**config.mk**
```make
export PLATFORM = sky130hd
export DESIGN_NAME = instruction_fetch_flat
export DESIGN_NICKNAME = d
export VERILOG_FILES = /design/src/rtl/instruction_fetch_if.sv /design/src/rtl/instruction_fetch.sv /design/src/flat_wrapper.sv
export SDC_FILE = /design/constraint.sdc
export NUM_CORES = 1
export LEC_CHECK = 0
export BUFFER_PORTS_ARGS = -buffer_cell sky130_fd_sc_hd__buf_2
export CORE_MARGIN = 2
export CORE_UTILIZATION = 41
export CTS_BUF_LIST = sky130_fd_sc_hd__clkbuf_4 sky130_fd_sc_hd__clkbuf_8
export DETAILED_ROUTE_END_ITERATION = 8
export PLACE_DENSITY = 0.63
export SYNTH_ARGS = -nofsm -noshare
export SYNTH_HDL_FRONTEND = slang
export SYNTH_SLANG_ARGS = --single-unit
```
**constraint.sdc**
```tcl
create_clock -name clk -period 5.75 [get_ports clk]
set_input_delay 0.8625 -clock clk [delete_from_list [all_inputs] [get_ports clk]]
set_output_delay 0.8625 -clock clk [all_outputs]
set_load 0.02 [all_outputs]
```
**src/rtl/instruction_fetch_if.sv**
```systemverilog
// Instruction-memory request/response channel between the fetch stage and imem.
// Ports: imem_req/imem_addr (request, fetch side drives), imem_ready (accept),
//        imem_rvalid/imem_rdata (response, one word per accepted request).
interface instruction_fetch_if;
    logic        imem_req;
    logic [63:0] imem_addr;
    logic        imem_ready;
    logic        imem_rvalid;
    logic [31:0] imem_rdata;

    modport master (
        output imem_req,
        output imem_addr,
        input  imem_ready,
        input  imem_rvalid,
        input  imem_rdata
    );

    modport slave (
        input  imem_req,
        input  imem_addr,
        output imem_ready,
        output imem_rvalid,
        output imem_rdata
    );
endinterface

```
**src/rtl/instruction_fetch.sv**
```systemverilog
// Fetch stage: owns the PC, issues one imem word request at a time, holds the reply in a one-entry slot.
// Latency: slot valid the cycle after imem_rvalid; peak one instruction per 2 cycles.
// Backpressure: stall holds a full slot and blocks new requests; an outstanding request still completes.
// Ports: clk, reset (async, active low), stall, redirect/redirect_pc (flush + new PC),
//        imem (master side of instruction_fetch_if), IFPC/IFInst/IFValid (registered output slot).
module instruction_fetch #(
    parameter logic [63:0] RESET_PC = 64'h0
) (
    input  logic                       clk,
    input  logic                       reset,
    input  logic                       stall,
    input  logic                       redirect,
    input  logic [63:0]                redirect_pc,
    instruction_fetch_if.master        imem,
    output logic [63:0]                IFPC,
    output logic [31:0]                IFInst,
    output logic                       IFValid
);

    typedef enum logic [1:0] {
        FETCH = 2'd0,
        WAIT  = 2'd1,
        DROP  = 2'd2
    } state_t;

    state_t      state, state_nxt;
    logic [63:0] pc, pc_nxt;
    logic [63:0] req_pc, req_pc_nxt;
    logic [63:0] ifpc_nxt;
    logic [31:0] ifinst_nxt;
    logic        ifvalid_nxt;
    logic [63:0] redirect_aligned;

    assign redirect_aligned = redirect_pc & ~64'h3;

    // A new request is only issued when its reply is guaranteed a free slot:
    // either the slot is empty or it is being consumed this very edge.
    assign imem.imem_req  = reset && (state == FETCH) && !redirect && (!IFValid || !stall);
    assign imem.imem_addr = pc;

    always_ff @(posedge clk or negedge reset) begin
        if (!reset) begin
            state <= FETCH;
        end else begin
            state <= state_nxt;
        end
    end

    always_comb begin
        state_nxt   = state;
        pc_nxt      = pc;
        req_pc_nxt  = req_pc;
        ifpc_nxt    = IFPC;
        ifinst_nxt  = IFInst;
        ifvalid_nxt = IFValid;

        if (IFValid && !stall) begin
            ifvalid_nxt = 1'b0;
            ifpc_nxt    = 64'h0;
            ifinst_nxt  = 32'h0;
        end

        if (redirect) begin
            pc_nxt      = redirect_aligned;
            ifvalid_nxt = 1'b0;
            ifpc_nxt    = 64'h0;
            ifinst_nxt  = 32'h0;
            // A reply arriving on the redirect edge closes the request; otherwise
            // the in-flight reply still has to be swallowed later.
            case (state)
                WAIT, DROP: state_nxt = imem.imem_rvalid ? FETCH : DROP;
                default:    state_nxt = FETCH;
            endcase
        end else begin
            case (state)
                FETCH: begin
                    if (imem.imem_req && imem.imem_ready) begin
                        req_pc_nxt = pc;
                        state_nxt  = WAIT;
                    end
                end
                WAIT: begin
                    if (imem.imem_rvalid) begin
                        ifvalid_nxt = 1'b1;
                        ifpc_nxt    = req_pc;
                        ifinst_nxt  = imem.imem_rdata;
                        pc_nxt      = req_pc + 64'd4;
                        state_nxt   = FETCH;
                    end
                end
                DROP: begin
                    if (imem.imem_rvalid) begin
                        state_nxt = FETCH;
                    end
                end
                default: state_nxt = FETCH;
            endcase
        end
    end

    always_ff @(posedge clk or negedge reset) begin
        if (!reset) begin
            pc      <= RESET_PC;
            req_pc  <= 64'h0;
            IFPC    <= 64'h0;
            IFInst  <= 32'h0;
            IFValid <= 1'b0;
        end else begin
            pc      <= pc_nxt;
            req_pc  <= req_pc_nxt;
            IFPC    <= ifpc_nxt;
            IFInst  <= ifinst_nxt;
            IFValid <= ifvalid_nxt;
        end
    end

endmodule

```
**src/flat_wrapper.sv**
```systemverilog
// flat-port wrapper written by rule: the top's interface ports become plain ports
module instruction_fetch_flat 
#(
    parameter logic [63:0] RESET_PC = 64'h0
)
  (clk, reset, stall, redirect, redirect_pc, IFPC, IFInst, IFValid, imem_imem_req, imem_imem_addr, imem_imem_ready, imem_imem_rvalid, imem_imem_rdata);
  instruction_fetch_if imem_i ();
  input  logic clk;
  input  logic reset;
  input  logic stall;
  input  logic redirect;
  input  logic [63:0] redirect_pc;
  output logic [63:0] IFPC;
  output logic [31:0] IFInst;
  output logic IFValid;
  output wire logic [$bits(imem_i.imem_req)-1:0] imem_imem_req;
  output wire logic [$bits(imem_i.imem_addr)-1:0] imem_imem_addr;
  input wire logic [$bits(imem_i.imem_ready)-1:0] imem_imem_ready;
  input wire logic [$bits(imem_i.imem_rvalid)-1:0] imem_imem_rvalid;
  input wire logic [$bits(imem_i.imem_rdata)-1:0] imem_imem_rdata;
  assign imem_imem_req = imem_i.imem_req;
  assign imem_imem_addr = imem_i.imem_addr;
  assign imem_i.imem_ready = imem_imem_ready;
  assign imem_i.imem_rvalid = imem_imem_rvalid;
  assign imem_i.imem_rdata = imem_imem_rdata;
  instruction_fetch #(.RESET_PC(RESET_PC)) u_core (.clk(clk), .reset(reset), .stall(stall), .redirect(redirect), .redirect_pc(redirect_pc), .imem(imem_i), .IFPC(IFPC), .IFInst(IFInst), .IFValid(IFValid));
endmodule
```
Word-level counts from Yosys, hierarchy flattened --
Cells that the tools add are included.
Cells by class: bitwise operators 1, mux-type cells 21, equal/unequal tests 4, reduce and logical (&&, ||, !) cells 16, $add $sub $neg 1
Operators with widths (number):
- 64-bit 2-to-1 mux | 7
- 32-bit 2-to-1 mux | 4
- 64-bit by 3-bit adder with 64-bit output, second input constant | 1
- 2-bit 2-to-1 mux | 5
- 1-bit logical AND | 5
- 1-bit 2-to-1 mux | 4
- 2-bit one-hot mux with 2 select lines | 1
- 2-bit AND reduction | 2
- 2-bit nonzero test | 2
- 1-bit zero test | 3
- 3-bit by 1-bit inequality test with 1-bit output, second input constant | 1
- 3-bit inequality test, second input constant | 1
- 3-bit AND reduction | 1
- 2-bit by 1-bit == test with 1-bit output, second input constant | 1
- 2-bit == test, second input constant | 1
- 2-bit zero test | 1
- 2-bit OR reduction | 1
- 1-bit logical OR | 1
- 1-bit NOT | 1
Storage, ports and cells: logic and storage cells 49, input port bits 102, output and inout bits 162, flip-flop bits (word level) 227

Logic depth before layout (Yosys ltp) --
depth in word-level cells 8, depth in mapped cells 9, depth with buffers taken out 7

Worst setup path before layout --
OpenSTA, ideal clock, no wires.
path kind input port to flip-flop, start point input redirect, end point register u_core.req_pc[55], buffers on the path 3, stages on the path 7, setup time 0.125 ns, path slack 3.178 ns, data arrival time 2.447 ns, data required time 5.625 ns, path through buf_2 -> nor2b_1 -> and3_1 -> nand2_1 -> clkbuf_1 -> clkbuf_1 -> mux2_2
Between the ends: longest elaborated chain between the ends 5, elaborated cells on any way between the ends 6, classes of those cells bitwise (1); reduce/logical (5)
RTL lines:
- start: declaration | RTL line flat_wrapper.sv:11 | input logic redirect;
- 1-bit zero test | RTL line instruction_fetch.sv:38 | assign imem.imem_req = reset && (state == FETCH) && !redirect && (!IFValid || !stall);
- 1-bit logical AND (2 in series) | RTL line instruction_fetch.sv:38
- net imem_imem_req | RTL line flat_wrapper.sv:16 | output wire logic [$bits(imem_i.imem_req)-1:0] imem_imem_req;
- 1-bit logical AND | RTL line instruction_fetch.sv:77 | if (imem.imem_req && imem.imem_ready) begin
- 3-bit AND reduction (no line)
- end signal: assignment | RTL line instruction_fetch.sv:110 | req_pc <= req_pc_nxt;
- end: declaration | RTL line instruction_fetch.sv:28 | logic [63:0] req_pc, req_pc_nxt;
The timed path passes the listed nets, and every way through them passes these cells. A chain may end at the register's enable or synchronous reset.

Final worst setup path --
start point register u_core.req_pc[2], end point register u_core.pc[48] (netlist: u_core.imem.imem_addr[48])
Between the ends: longest elaborated chain between the ends 4
RTL lines:
- 64-bit by 3-bit adder with 64-bit output | RTL line instruction_fetch.sv:87 | pc_nxt = req_pc + 64'd4;
- 64-bit 2-to-1 mux | RTL line instruction_fetch.sv:83 | if (imem.imem_rvalid) begin
- 64-bit 2-to-1 mux | RTL line instruction_fetch.sv:75 | case (state)
- 64-bit 2-to-1 mux | RTL line instruction_fetch.sv:63 | if (redirect) begin
- end signal: assignment | RTL line instruction_fetch.sv:109 | pc <= pc_nxt;
- end: declaration | RTL line instruction_fetch.sv:27 | logic [63:0] pc, pc_nxt;
Every way passes these cells. The select of a mux whose other input is x is not followed.

==> flow_summary.toml <==
[run_status]
status = "complete, no violations"

[place]
place_congestion = 0.821
portBuffers = 261
dpl.hpwl_mm = 20.1

[power]
powerDensity_mw_per_mm2 = 385
p_leak_nw = 6.40
total_power_mw = 4.95
ir_worst_vdd_mv = 0.179

[floorplan]
die_x_um = 163
rows = 58
initial_core_util = 0.416
coreArea_mm2 = 0.0250
io_pins = 264
dieArea_mm2 = 0.0267
die_y_um = 163

[timing]
tightest_slew_ns = 1.16
finalSetupTns_ns = 0
skew_ns = 0.0230
rsz0062_at_grt = "no"
final.period_utilization = 0.505
relSlewSlack = 0.219
setup_viol = 0
hold_viol = 0
finalCriticalPeriod_ns = 2.90
slew_violations = 0
fmax_ghz = 0.344

[setup_path]
cp_slowest_stage_delay_ns = 0.96
cp_max_fo = 10
cp-start-kind = "register"
timing.setup.critical_path_class = "register to register"
worst_ep_required_time_ns = 6.21
crit_chain = "ha_1, nand4_1, nor4_2, nand4_1, xor2_1, o21ai_0"
slowest_stage = "nor4_2"
cp_common_cell = "nand4_1"
worstSetupEndpointType = "register"
arrival_ns = 3.36

[worst_hold_path]
hp-class = "input port to asynchronous set/reset pin"

[synth]
synth.cell_area_mm2 = 0.0104
synth_compound_area_frac = 0.137
synth-edff-count = 0
syn_avg_cell_area_um2 = 10.7
ys.flop_type = "dfrtp_1"
syn_inst = 971
ys_seq_area_frac = 0.546
synth_nets = 1076
synthArstFlopShare = 1.00
yosys.area_share.simple = 0.171
synth_top_family_by_area = "simple AND/OR/NAND/NOR gates"
synthAdderAreaFrac = 0.00361
yosys_warnings = 0
ys_types = 48
synth_xor_area_frac = 0.0278
synthMuxAreaShare = 0.0861
ys_ff_latch = 227

[global_route]
grtUsageTotal = 0.229
grt_pass1_vias = 8733
grt_overflow = 0
antenna_found_initial = 3
grt_pass1_wl_mm = 47.8
grt_max_degree = 140

[drt]
routed_via_density = 5.56
drc = 0
drtPass1Iterations = 6
drtIter0Drc = 649
detailroute.via_count = 8773
wl_mm = 30.4
wl_per_cell_um = 19.3
ant_nets = 0

[clock_tree]
cts_root_buffer = "clkbuf_8"
numCtsBuffers = 41
htreeDepth = 2
cts_tree = "built"
worstSkewPairLatency_ns = 0.55
cts.sinks = 227
clkTransAtPathRegs_ns = 0.06
cts_hold_buffers = 0
cts_resized = 0
post_cts_buffers = 0
clock_path_buffers = 3

[cells_and_area]
drive_above_1_share = 0.345
nNetsFinal = 1322
syn_to_final_growth_pct = 23.7

[job]
maxCapViolCount = 0
==> worst max-delay path: cells and delay by family (launching register included) <==
family | cells | cell delay (ns)
AOI/OAI and AO/OA | 1 | 0.16
xor gates and xnor gates | 1 | 0.22
adders and majority gates | 1 | 0.36
DFF | 1 | 0.50
and+or+nand+nor | 3 | 1.57
==> power by group <==
group	leakage, nW	switching, mW	internal [mW]
clock network	0.458	0.693	0.910
logic	2.99	0.511	0.449
registers	2.95	0.486	1.90
total	6.40	1.69	3.26
==> per-layer routing <==
metal | global-route usage | wire length (um) | share of wire | vias up
met5 | 0 | 13 | 0.00043 | -
met4 | 0.0885 | 985 | 0.032 | 2
met3 | 0.0589 | 2440 | 0.080 | 71
met2 | 0.348 | 13400 | 0.44 | 362
met1 | 0.315 | 13600 | 0.45 | 4281
li1 | - | - | - | 4057
==> cells by family (layout without fill, tap and decap cells) <==
family,Yosys count,in the layout
buf+inv,76,351
compound gates,199,199
flops,227,227
other cells,0,2
fa+ha+maj,3,3
mux,81,81
xor+xnor,33,33
simple gates,352,352
==> placed cells by master, fill, tap and decap left out, types with 10 or more instances in the layout <==
master    synthesis  layout
a21oi_1          32      32
a22o_1           76      76
a31oi_1          15      15
and2_1           11      10
and3_1           12      12
buf_2            10     259
buf_4             1      13
clkbuf_8          0      45
clkinv_2          0      13
dfrtp_1         227     227
mux2_2           68      68
mux2i_1          13      13
nand2_1         130     128
nand3_1          38      38
nand4_1          38      38
nor2_1           47      47
nor3_1           12      11
nor3b_1          16      16
o21ai_0          36      36
xnor2_1          12      12
xor2_1           21      21
==> worst paths after layout <==
path                                                   start  cells after the start  slack [ns]                                     to
worst min-delay path                                   reset                      1        0.31          u_core.req_pc[38]$_DFFE_PN0P_
worst min register to register     u_core.IFPC[51]$_DFF_PN0_                      2        0.47              u_core.IFPC[51]$_DFF_PN0_
max in group asynchronous                              reset                      2        4.14              u_core.IFPC[26]$_DFF_PN0_
worst max register to register  u_core.req_pc[2]$_DFFE_PN0P_                      6        2.85  u_core.imem.imem_addr[48]$_DFFE_PN0P_
min in group clk                   u_core.IFPC[51]$_DFF_PN0_                      2        0.47              u_core.IFPC[51]$_DFF_PN0_
worst max-delay path            u_core.req_pc[2]$_DFFE_PN0P_                      6        2.85  u_core.imem.imem_addr[48]$_DFFE_PN0P_
==> cell usage after synthesis, drive strengths merged, types with 3 or more instances <==
cell type	number	share of area
and4	6	0.0050
inv	5	0.0018
a21oi	32	0.015
clkbuf	52	0.019
and2	11	0.0066
a31oi	15	0.0090
nand2b	3	0.0018
nor4	13	0.0090
mux2	68	0.074
o221ai	8	0.0067
nor3	14	0.0077
nand4	40	0.025
dfrtp	227	0.55
nor2	47	0.017
a22o	76	0.064
a22oi	3	0.0022
xnor2	12	0.010
buf	19	0.0084
nand2	130	0.047
ha	3	0.0036
o21ai	36	0.017
xor2	21	0.018
nor3b	16	0.012
o31ai	7	0.0050
o211ai	4	0.0029
or3	8	0.0048
mux2i	13	0.013
and3	12	0.0072
a21o	8	0.0058
or4	8	0.0061
nor2b	4	0.0024
nand3	38	0.018
==> stage by stage <==
step                      cell area (um^2)  hold WS [ns]  std cells   util  setup slack [ns]
final                                12900         0.315       1578  0.514              2.85
after floorplan                      10400         0.475        971      -              3.18
after global routing                 12900         0.376       1577  0.514              2.67
after detailed placement             12000         0.458       1504  0.480              2.53
after CTS                            12900         0.349       1576  0.514              2.86
after global placement               12000         0.456       1504  0.480              2.56
==> sequential cells by signal, indices dropped and copies added (netlist names) <==
name	count
u_core.IFValid	1
u_core.IFInst	32
u_core.imem.imem_addr	64
u_core.req_pc	64
u_core.state	2
u_core.IFPC	64
==> final cells by class <==
cell class	count	area [um^2]
clock buffer	52	672
antenna	2	5.00
clock inverter	20	188
sequential	227	5680
timing repair buffer	274	1430
tap	330	413
fill	2315	12200
multi-input combinational	668	4470
inverter	5	18.8
Note: power is estimated with default switching activity, not from simulation.
